[src/rtl/fft_pkg.sv]
// Shared FFT definitions: frame geometry, packed complex sample type and the
// reader FSM state encoding.
package fft_pkg;

  localparam int FFT_N     = 16;
  localparam int FFT_IDX_W = 4;

  typedef struct packed {
    logic signed [15:0] re;
    logic signed [15:0] im;
  } cplx16_t;

  typedef enum logic {
    ST_IDLE   = 1'b0,
    ST_STREAM = 1'b1
  } fft_state_e;

  // Split a {re, im} packed word into its complex fields.
  function automatic cplx16_t unpack_cplx(input logic [31:0] w);
    cplx16_t c;
    c.re = w[31:16];
    c.im = w[15:0];
    return c;
  endfunction

endpackage

[src/rtl/fft_mag_sq.sv]
// Combinational squared magnitude of one complex sample: re*re + im*im.
// The worst case (-32768, -32768) gives 2^31, which fits the unsigned result.
module fft_mag_sq
  import fft_pkg::*;
(
  input  cplx16_t     c,
  output logic [31:0] mag
);

  logic signed [31:0] re_x_s;
  logic signed [31:0] im_x_s;
  logic signed [31:0] re_sq_s;
  logic signed [31:0] im_sq_s;

  assign re_x_s  = 32'(c.re);
  assign im_x_s  = 32'(c.im);
  assign re_sq_s = re_x_s * re_x_s;
  assign im_sq_s = im_x_s * im_x_s;
  assign mag     = $unsigned(re_sq_s) + $unsigned(im_sq_s);

endmodule

[src/rtl/fft_bin_reader.sv]
// Captures a parallel 16-bin FFT frame and streams bins 0..NUM_OUT-1 with their
// squared magnitude. Peak reporting is built when FFT_BIN_READER_PEAK_DETECT_EN is defined.
module fft_bin_reader
  import fft_pkg::*;
#(
  parameter int NUM_OUT = 16,
  parameter int DROP_W  = 8
)
(
  input  logic                     clk,
  input  logic                     rst,
  input  logic                     fft_valid,
  input  logic [31:0]              fft_d00,
  input  logic [31:0]              fft_d01,
  input  logic [31:0]              fft_d02,
  input  logic [31:0]              fft_d03,
  input  logic [31:0]              fft_d04,
  input  logic [31:0]              fft_d05,
  input  logic [31:0]              fft_d06,
  input  logic [31:0]              fft_d07,
  input  logic [31:0]              fft_d08,
  input  logic [31:0]              fft_d09,
  input  logic [31:0]              fft_d10,
  input  logic [31:0]              fft_d11,
  input  logic [31:0]              fft_d12,
  input  logic [31:0]              fft_d13,
  input  logic [31:0]              fft_d14,
  input  logic [31:0]              fft_d15,
  input  logic                     bin_ready,
  output logic                     bin_valid,
  output logic [3:0]               bin_idx,
  output logic signed [15:0]       bin_re,
  output logic signed [15:0]       bin_im,
  output logic [31:0]              bin_mag,
  output logic                     bin_last,
  output logic                     busy,
  output logic [DROP_W-1:0]        drop_cnt,
  output logic                     peak_valid,
  output logic [3:0]               peak_idx,
  output logic [31:0]              peak_mag
);

  localparam logic [FFT_IDX_W-1:0] LAST_IDX = FFT_IDX_W'(NUM_OUT - 1);

  logic [31:0]           frame_s [FFT_N];
  logic [31:0]           buf_r   [FFT_N];
  fft_state_e            state_r;
  fft_state_e            state_nxt_s;
  logic                  bin_valid_r;
  logic [FFT_IDX_W-1:0]  bin_idx_r;
  logic signed [15:0]    bin_re_r;
  logic signed [15:0]    bin_im_r;
  logic [31:0]           bin_mag_r;
  logic                  bin_last_r;
  logic [DROP_W-1:0]     drop_cnt_r;
  logic                  accept_s;
  logic                  last_s;
  logic                  capture_s;
  logic                  advance_s;
  logic                  drop_s;
  logic                  load_s;
  logic [FFT_IDX_W-1:0]  load_idx_s;
  logic [31:0]           load_word_s;
  cplx16_t               load_c_s;
  logic [31:0]           load_mag_s;

  assign frame_s[0]  = fft_d00;
  assign frame_s[1]  = fft_d01;
  assign frame_s[2]  = fft_d02;
  assign frame_s[3]  = fft_d03;
  assign frame_s[4]  = fft_d04;
  assign frame_s[5]  = fft_d05;
  assign frame_s[6]  = fft_d06;
  assign frame_s[7]  = fft_d07;
  assign frame_s[8]  = fft_d08;
  assign frame_s[9]  = fft_d09;
  assign frame_s[10] = fft_d10;
  assign frame_s[11] = fft_d11;
  assign frame_s[12] = fft_d12;
  assign frame_s[13] = fft_d13;
  assign frame_s[14] = fft_d14;
  assign frame_s[15] = fft_d15;

  // Next-state decode plus capture/advance/drop decisions and output-stage source select.
  always_comb begin
    accept_s    = bin_valid_r & bin_ready;
    last_s      = (bin_idx_r == LAST_IDX);
    capture_s   = 1'b0;
    drop_s      = 1'b0;
    state_nxt_s = state_r;
    case (state_r)
      ST_IDLE: begin
        if (fft_valid) begin
          capture_s   = 1'b1;
          state_nxt_s = ST_STREAM;
        end else begin
          state_nxt_s = ST_IDLE;
        end
      end
      ST_STREAM: begin
        if (accept_s && last_s) begin
          if (fft_valid) begin
            capture_s   = 1'b1;
            state_nxt_s = ST_STREAM;
          end else begin
            state_nxt_s = ST_IDLE;
          end
        end else begin
          drop_s      = fft_valid;
          state_nxt_s = ST_STREAM;
        end
      end
      default: begin
        state_nxt_s = ST_IDLE;
      end
    endcase
    advance_s = accept_s & ~last_s;
    load_s    = capture_s | advance_s;
    // A fresh frame is not in the buffer yet, so bin 0 comes straight from the inputs.
    if (capture_s) begin
      load_idx_s  = 4'd0;
      load_word_s = fft_d00;
    end else begin
      load_idx_s  = bin_idx_r + 4'd1;
      load_word_s = buf_r[load_idx_s];
    end
  end

  assign load_c_s = unpack_cplx(load_word_s);

  fft_mag_sq u_mag_sq (
    .c   (load_c_s),
    .mag (load_mag_s)
  );

  // Frame buffer capture.
  always_ff @(posedge clk or negedge rst) begin
    if (!rst) begin
      for (int k = 0; k < FFT_N; k++) begin
        buf_r[k] <= 32'd0;
      end
    end else if (capture_s) begin
      for (int k = 0; k < FFT_N; k++) begin
        buf_r[k] <= frame_s[k];
      end
    end
  end

  // FSM state, registered output stage and saturating drop counter.
  always_ff @(posedge clk or negedge rst) begin
    if (!rst) begin
      state_r     <= ST_IDLE;
      bin_valid_r <= 1'b0;
      bin_idx_r   <= 4'd0;
      bin_re_r    <= 16'sd0;
      bin_im_r    <= 16'sd0;
      bin_mag_r   <= 32'd0;
      bin_last_r  <= 1'b0;
      drop_cnt_r  <= {DROP_W{1'b0}};
    end else begin
      state_r     <= state_nxt_s;
      bin_valid_r <= (state_nxt_s == ST_STREAM);
      if (load_s) begin
        bin_idx_r  <= load_idx_s;
        bin_re_r   <= load_c_s.re;
        bin_im_r   <= load_c_s.im;
        bin_mag_r  <= load_mag_s;
        bin_last_r <= (load_idx_s == LAST_IDX);
      end
      if (drop_s && (drop_cnt_r != {DROP_W{1'b1}})) begin
        drop_cnt_r <= drop_cnt_r + {{(DROP_W-1){1'b0}}, 1'b1};
      end
    end
  end

  assign bin_valid = bin_valid_r;
  assign bin_idx   = bin_idx_r;
  assign bin_re    = bin_re_r;
  assign bin_im    = bin_im_r;
  assign bin_mag   = bin_mag_r;
  assign bin_last  = bin_last_r;
  assign busy      = (state_r == ST_STREAM);
  assign drop_cnt  = drop_cnt_r;

`ifdef FFT_BIN_READER_PEAK_DETECT_EN
  logic [31:0]          max_mag_r;
  logic [FFT_IDX_W-1:0] max_idx_r;
  logic                 peak_valid_r;
  logic [FFT_IDX_W-1:0] peak_idx_r;
  logic [31:0]          peak_mag_r;
  logic                 take_s;
  logic [31:0]          run_mag_s;
  logic [FFT_IDX_W-1:0] run_idx_s;

  // Running max over accepted bins; bin 1 seeds it so an all-zero frame reports bin 1.
  always_comb begin
    take_s = accept_s && (bin_idx_r != 4'd0) &&
             ((bin_idx_r == 4'd1) || (bin_mag_r > max_mag_r));
    if (take_s) begin
      run_mag_s = bin_mag_r;
      run_idx_s = bin_idx_r;
    end else begin
      run_mag_s = max_mag_r;
      run_idx_s = max_idx_r;
    end
  end

  // Running max state and end-of-frame peak report.
  always_ff @(posedge clk or negedge rst) begin
    if (!rst) begin
      max_mag_r    <= 32'd0;
      max_idx_r    <= 4'd0;
      peak_valid_r <= 1'b0;
      peak_idx_r   <= 4'd0;
      peak_mag_r   <= 32'd0;
    end else begin
      max_mag_r    <= run_mag_s;
      max_idx_r    <= run_idx_s;
      peak_valid_r <= accept_s & last_s;
      if (accept_s && last_s) begin
        peak_idx_r <= run_idx_s;
        peak_mag_r <= run_mag_s;
      end
    end
  end

  assign peak_valid = peak_valid_r;
  assign peak_idx   = peak_idx_r;
  assign peak_mag   = peak_mag_r;
`else
  assign peak_valid = 1'b0;
  assign peak_idx   = 4'd0;
  assign peak_mag   = 32'd0;
`endif

endmodule
[config.mk]
export PLATFORM = sky130hd
export DESIGN_NAME = fft_bin_reader
export DESIGN_NICKNAME = d
export VERILOG_FILES = /design/src/rtl/fft_pkg.sv /design/src/rtl/fft_mag_sq.sv /design/src/rtl/fft_bin_reader.sv
export SDC_FILE = /design/constraint.sdc
export NUM_CORES = 2
export LEC_CHECK = 0
export CAP_MARGIN = 30
export CORE_ASPECT_RATIO = 0.8
export CORE_MARGIN = 1
export CORE_UTILIZATION = 51
export CTS_CLUSTER_DIAMETER = 120
export DETAILED_ROUTE_END_ITERATION = 8
export PLACE_DENSITY = 0.82
export SLEW_MARGIN = 15
export SYNTH_ARGS = -nofsm -noshare
export SYNTH_HDL_FRONTEND = slang
export SYNTH_SLANG_ARGS = --single-unit
[constraint.sdc]
create_clock -name clk -period 9.55 [get_ports clk]
set_input_delay 1.4325 -clock clk [delete_from_list [all_inputs] [get_ports clk]]
set_output_delay 1.4325 -clock clk [all_outputs]
set_load 0.01 [all_outputs]
# Word-level counts from Yosys, hierarchy flattened
# Index checks and enable logic that the tools add are counted.
[classes]
n_reduce_logical = 2
bitwise = 6
n_mul = 2
eq_ne = 3
add_sub_neg = 3
n_lt_le_gt_ge = 1
n_mux = 12
[ops]
columns = ["cell", "n"]
rows = [
  ["$bmux W32 S4", 1],
  ["$mux W32", 3],
  ["$mul A16 B16 Y32", 2],
  ["$add A32 B32 Y32", 1],
  ["$add A8 B1 Y8 const B", 1],
  ["$eq A4 B4 Y1 const B", 2],
  ["$ne A8 B8 Y1 const B", 1],
  ["$ge A5 B5 Y1 const B", 1],
  ["$mux W1", 5],
  ["$not A4 Y5", 1],
  ["$add A4 B1 Y4 const B", 1],
  ["$mux W4", 1],
  ["$pmux W1 S2", 2],
  ["$and A1 B1 Y1", 2],
  ["$logic_and A1 B1 Y1", 2],
  ["$not A1 Y1", 2],
  ["$or A1 B1 Y1", 1],
]
[totals]
register_bits = 590

# Longest topological paths before layout
[logic_depth]
word_depth = 8
depth_mapped = 39
ltp_nobuf = 35

# Cells and area by module
# A second synthesis with hierarchy kept.
[hier_totals]
cells_unflattened = 4916
hier_area_um2 = 45189.6
[by_module_without_submodules]
columns = ["module", "cells_per_inst", "n_inst", "seq_area_each_um2", "area_per_inst_um2"]
rows = [
  ["fft_bin_reader", 3074, 1, 14764.2, 27555.2],
  ["fft_mag_sq", 1842, 1, 0.0, 17634.4],
]

# Worst setup path before layout
# Ideal clock, no wire load.
[synth_path]
path_type = "input port to flip-flop"
from = "input bin_ready"
to = "register bin_mag_r[31], in the netlist bin_mag[31]"
path_buffers = 4
t_required_ps = 9430
cell_stages = 30
arrival_time_ps = 9554
setup_slack_ps = -124
cell_sequence = "nand4_1 -> nand2_1 -> and2_1 -> buf_2 -> or2_1 -> buf_2 -> o22ai_1 -> a21oi_1 -> buf_2 -> nor2_1 -> inv_1 -> fa_1 -> inv_1 -> fa_1 -> fa_1 -> fa_1 -> fa_1 -> fa_1 -> fa_1 -> fa_1 -> ha_1 -> clkbuf_1 -> and3_1 -> nand4_1 -> or3_1 -> o2111a_1 -> nor3_1 -> o31ai_1 -> a21o_1 -> a31o_2"
[synth_via]
elab_chain_len = 7
elab_cells_between_ends = 10
cone_classes = "1 x add/sub; 2 x mul; 3 x mux; 3 x bitwise; 1 x reduce/logical"
[synth_lines]
columns = ["item", "line_no", "source"]
rows = [
  ["start: declaration", "fft_bin_reader.sv:29", "input logic bin_ready,"],
  ["$and A1 B1 Y1 *", "fft_bin_reader.sv:86", "accept_s = bin_valid_r & bin_ready;"],
  ["$logic_and A1 B1 Y1", "fft_bin_reader.sv:101", "if (accept_s && last_s) begin"],
  ["$mux W1", "fft_bin_reader.sv:101", ""],
  ["$pmux W1 S2", "fft_bin_reader.sv:91", "case (state_r)"],
  ["$mux W32", "fft_bin_reader.sv:120", "if (capture_s) begin"],
  ["$mul A16 B16 Y32, on equally long branches", "fft_mag_sq.sv:17, fft_mag_sq.sv:18", ""],
  ["$add A32 B32 Y32", "fft_mag_sq.sv:19", "assign mag = $unsigned(re_sq_s) + $unsigned(im_sq_s);"],
  ["end signal: assignment", "fft_bin_reader.sv:167", "bin_mag_r <= load_mag_s;"],
  ["end: declaration", "fft_bin_reader.sv:53", "logic [31:0] bin_mag_r;"],
]
# Mark *: on every way between the ends. The rest lies on a longest branch, timed or not.
# A chain may end at the register's enable or synchronous reset.

# Worst setup path in the final report
[layout_path]
from = "input bin_ready"
to = "register bin_mag_r[23], in the netlist bin_mag[23]"
# The elaborated chain is that of the path after synthesis.

==> impl_metrics.ini <==
[outcome]
status = finished clean

[floorplan]
die_y_um = 265
die_x_um = 330
rows = 95
dieArea_um2 = 87400
core_um2 = 84800
start_util = 0.519
io_pins = 632

[clocking]
cts-root-buf = clkbuf_16
cts_buffers = 59
cts_tree = yes
clockBufferDepth = 3
clk_pin_slew_ns = 0.06
insertion_delay_ns = 0.66
h-tree-depth = 2
cts.sinks = 590

[critical_path]
cp.required_ns = 10.06
r2r_cells = 30
crit_buf_inv = 10
path_class = input pin to register
crit_path_frequent_cell = fa_1
r2r-start = bin_idx[0]
critPathTopFamily = adder cells
crit_cells = 34
max_stage_delay_ns = 0.63
cp-endpoint = bin_mag[23]
r2r_slack_ns = 0.28
crit_slowest_cell = fa_1
critPathLaunchType = input pin
worstReg2RegEnd = bin_mag[31]
crit_fanout = 9
worstSetupEndpointType = register
startpoint = bin_ready
critPathArrivalTime_ns = 9.88

[cells_and_area]
fin_nets = 6736
final_cells = 6741
final_common_cell = nand2_1
area_growth_pct = 28.4
final_cell_mix = 1777 x nand2_1, 630 x inv_1, 593 x clkdlybuf4s50_1
drive_gt1_frac = 0.145

[placed_design]
port_buffers = 594
dp_hpwl_um = 116000
place_ws_ns = -0.823
dpl.cell_count = 6600
gp_congestion = 0.950

[yosys]
synthAdderAreaFrac = 0.278
ys_async_sr_fraction = 1.00
synth_ff_type = dfrtp_1
synthCells = 4668
syn_area_um2 = 44000
synth_compound_area_frac = 0.0303
synth.avg_cell_area_um2 = 9.42
yosys-mux-area-fraction = 0.0744
synthXorXnorAreaFrac = 0.0127
synth-seq-area-share = 0.336
synth_top_family_by_area = adder cells
synth_edf_count = 0
synth_cell_types = 62
synth.ff_latch_count = 590
yosysWarnings = 0
synthSimpleGateAreaFrac = 0.184

[detailed_routing]
vias_per_cell = 5.35
drtIter0Drc = 3295
vias = 36077
drt-pass1-iter-count = 5
wl_per_cell_um = 21.4
postRouteAntennaNets = 0
drt_drc_violations_left = 0
drt_wl_total_um = 144000

[timing]
fmax_mhz = 107
whs_ns = 0.468
fin_crit_sh = 0.981
min_period_ns = 9.37
hold_viol = 0
clock_skew_ns = 0.0257
finalSetupViolations = 0
setup_ws_ns = 0.180
tightest_slew_ns = 1.27
maxSlewHeadroom = 0.157
maxSlewViolCount = 0

[global_routing]
grt_overflow_total = 0
grt_use_total = 0.336
grt_pass1_wl_um = 221000
grt_pass1_vias = 38266
grt_max_degree = 204
antenna_found_initial = 34

[worst_hold_path]
hp-class = register to register
min_from = buf_r[176]

[job]
cap_violations = 0
==> worst min path at each step <==
stage                     slack, ns          to  cells past startpoint
after global placement         0.45  buf_r[283]                      2
after floorplan                0.44  buf_r[119]                      2
after CTS                      0.47  buf_r[219]                      2
after detailed placement       0.46  buf_r[219]                      2
final                          0.47  buf_r[176]                      2
after global routing           0.49  bin_mag[6]                      2
==> through the flow <==
step                      cell area [um^2]  TNS (ns)   util
final                                56500         0  0.667
after global routing                 56500   -0.0321  0.667
after CTS                            56100         0  0.661
after detailed placement             54000     -7.76  0.637
after global placement               54000     -5.93  0.637
after floorplan                      44100         0      -
==> layer usage <==
| metal | global-route usage | up-vias | part of all wire |
|---|---|---|---|
| met4 | 0.157 | 10 | 0.052 |
| met1 | 0.453 | 17960 | 0.40 |
| met2 | 0.522 | 1822 | 0.46 |
| met3 | 0.0719 | 402 | 0.091 |
| li1 | - | 15883 | - |
| met5 | 0 | - | 0.00047 |
==> cell families after synthesis <==
kind of cell	Yosys count
AO/OA/AOI/OAI	203
other	1
AND/OR/NAND/NOR	2080
multiplexers	155
flip-flops	590
adder cells (fa/ha/maj)	667
XOR/XNOR	63
buffers and inverters	909
==> cells in the mapped netlist (all sizes together) (3+ instances only) <==
library cell  count  area [um^2]
buf             114          746
clkbuf          135          507
nor2            199          747
nor2b             6         37.5
mux4            135         3070
or2              17          106
a21oi           102          533
nand3            13         65.1
o22ai             9         56.3
inv             660         2480
o21ai            22          110
o211ai            6         45.0
a21o             10         75.1
and2             17          106
nand4             4         25.0
ha              147         1840
nor3              5         25.0
and3              5         31.3
a211oi           12          153
a211o            12          105
dfrtp           590        14800
xnor2            45          394
xor2             18          165
nand2          1791         6780
mux2              3         33.8
o31ai             6         45.0
a31oi             5         31.3
nand2b           17          106
o21bai            4         30.0
fa              520        10400
mux2i            17          170
a21boi            4         56.3
o21a              4         30.0
==> tightest hold or removal path, stage by stage (launching register included) <==
cell     delay [ns]
dfrtp_1        0.34
nand2_1        0.05
nand2_1        0.05
==> state kept, by name, indices dropped and copies added (netlist names) <==
name and flops:
buf_r 512, bin_mag 32, bin_im 16, bin_re 16
drop_cnt 8, bin_idx 4, bin_last 1, bin_valid 1
==> final cells by class <==
class | instances | area (um^2)
diodes | 26 | 65.1
fillers | 6473 | 28200
repair inverters | 1 | 5.00
inverters | 660 | 2490
repair buffers | 1035 | 9790
flip-flops and latches | 590 | 14800
clock buffers | 85 | 1760
multi-input cells | 3206 | 26000
well taps | 1115 | 1400
clock inverters | 23 | 280
==> what timing repair did <==
| action | in CTS | in global routing |
|---|---|---|
| cloned | 0 | 2 |
| gates resized for setup | 3 | 75 |
| hold buffers | 0 | 0 |
| pin swaps | 0 | 18 |
| endpoints found under the setup margin | 4 | 14 |
| buffers inserted | 0 | 4 |
Power is left out: the tool's default activity adds up to more than one toggle a clock period on the data nets, which glitch-free logic cannot reach.
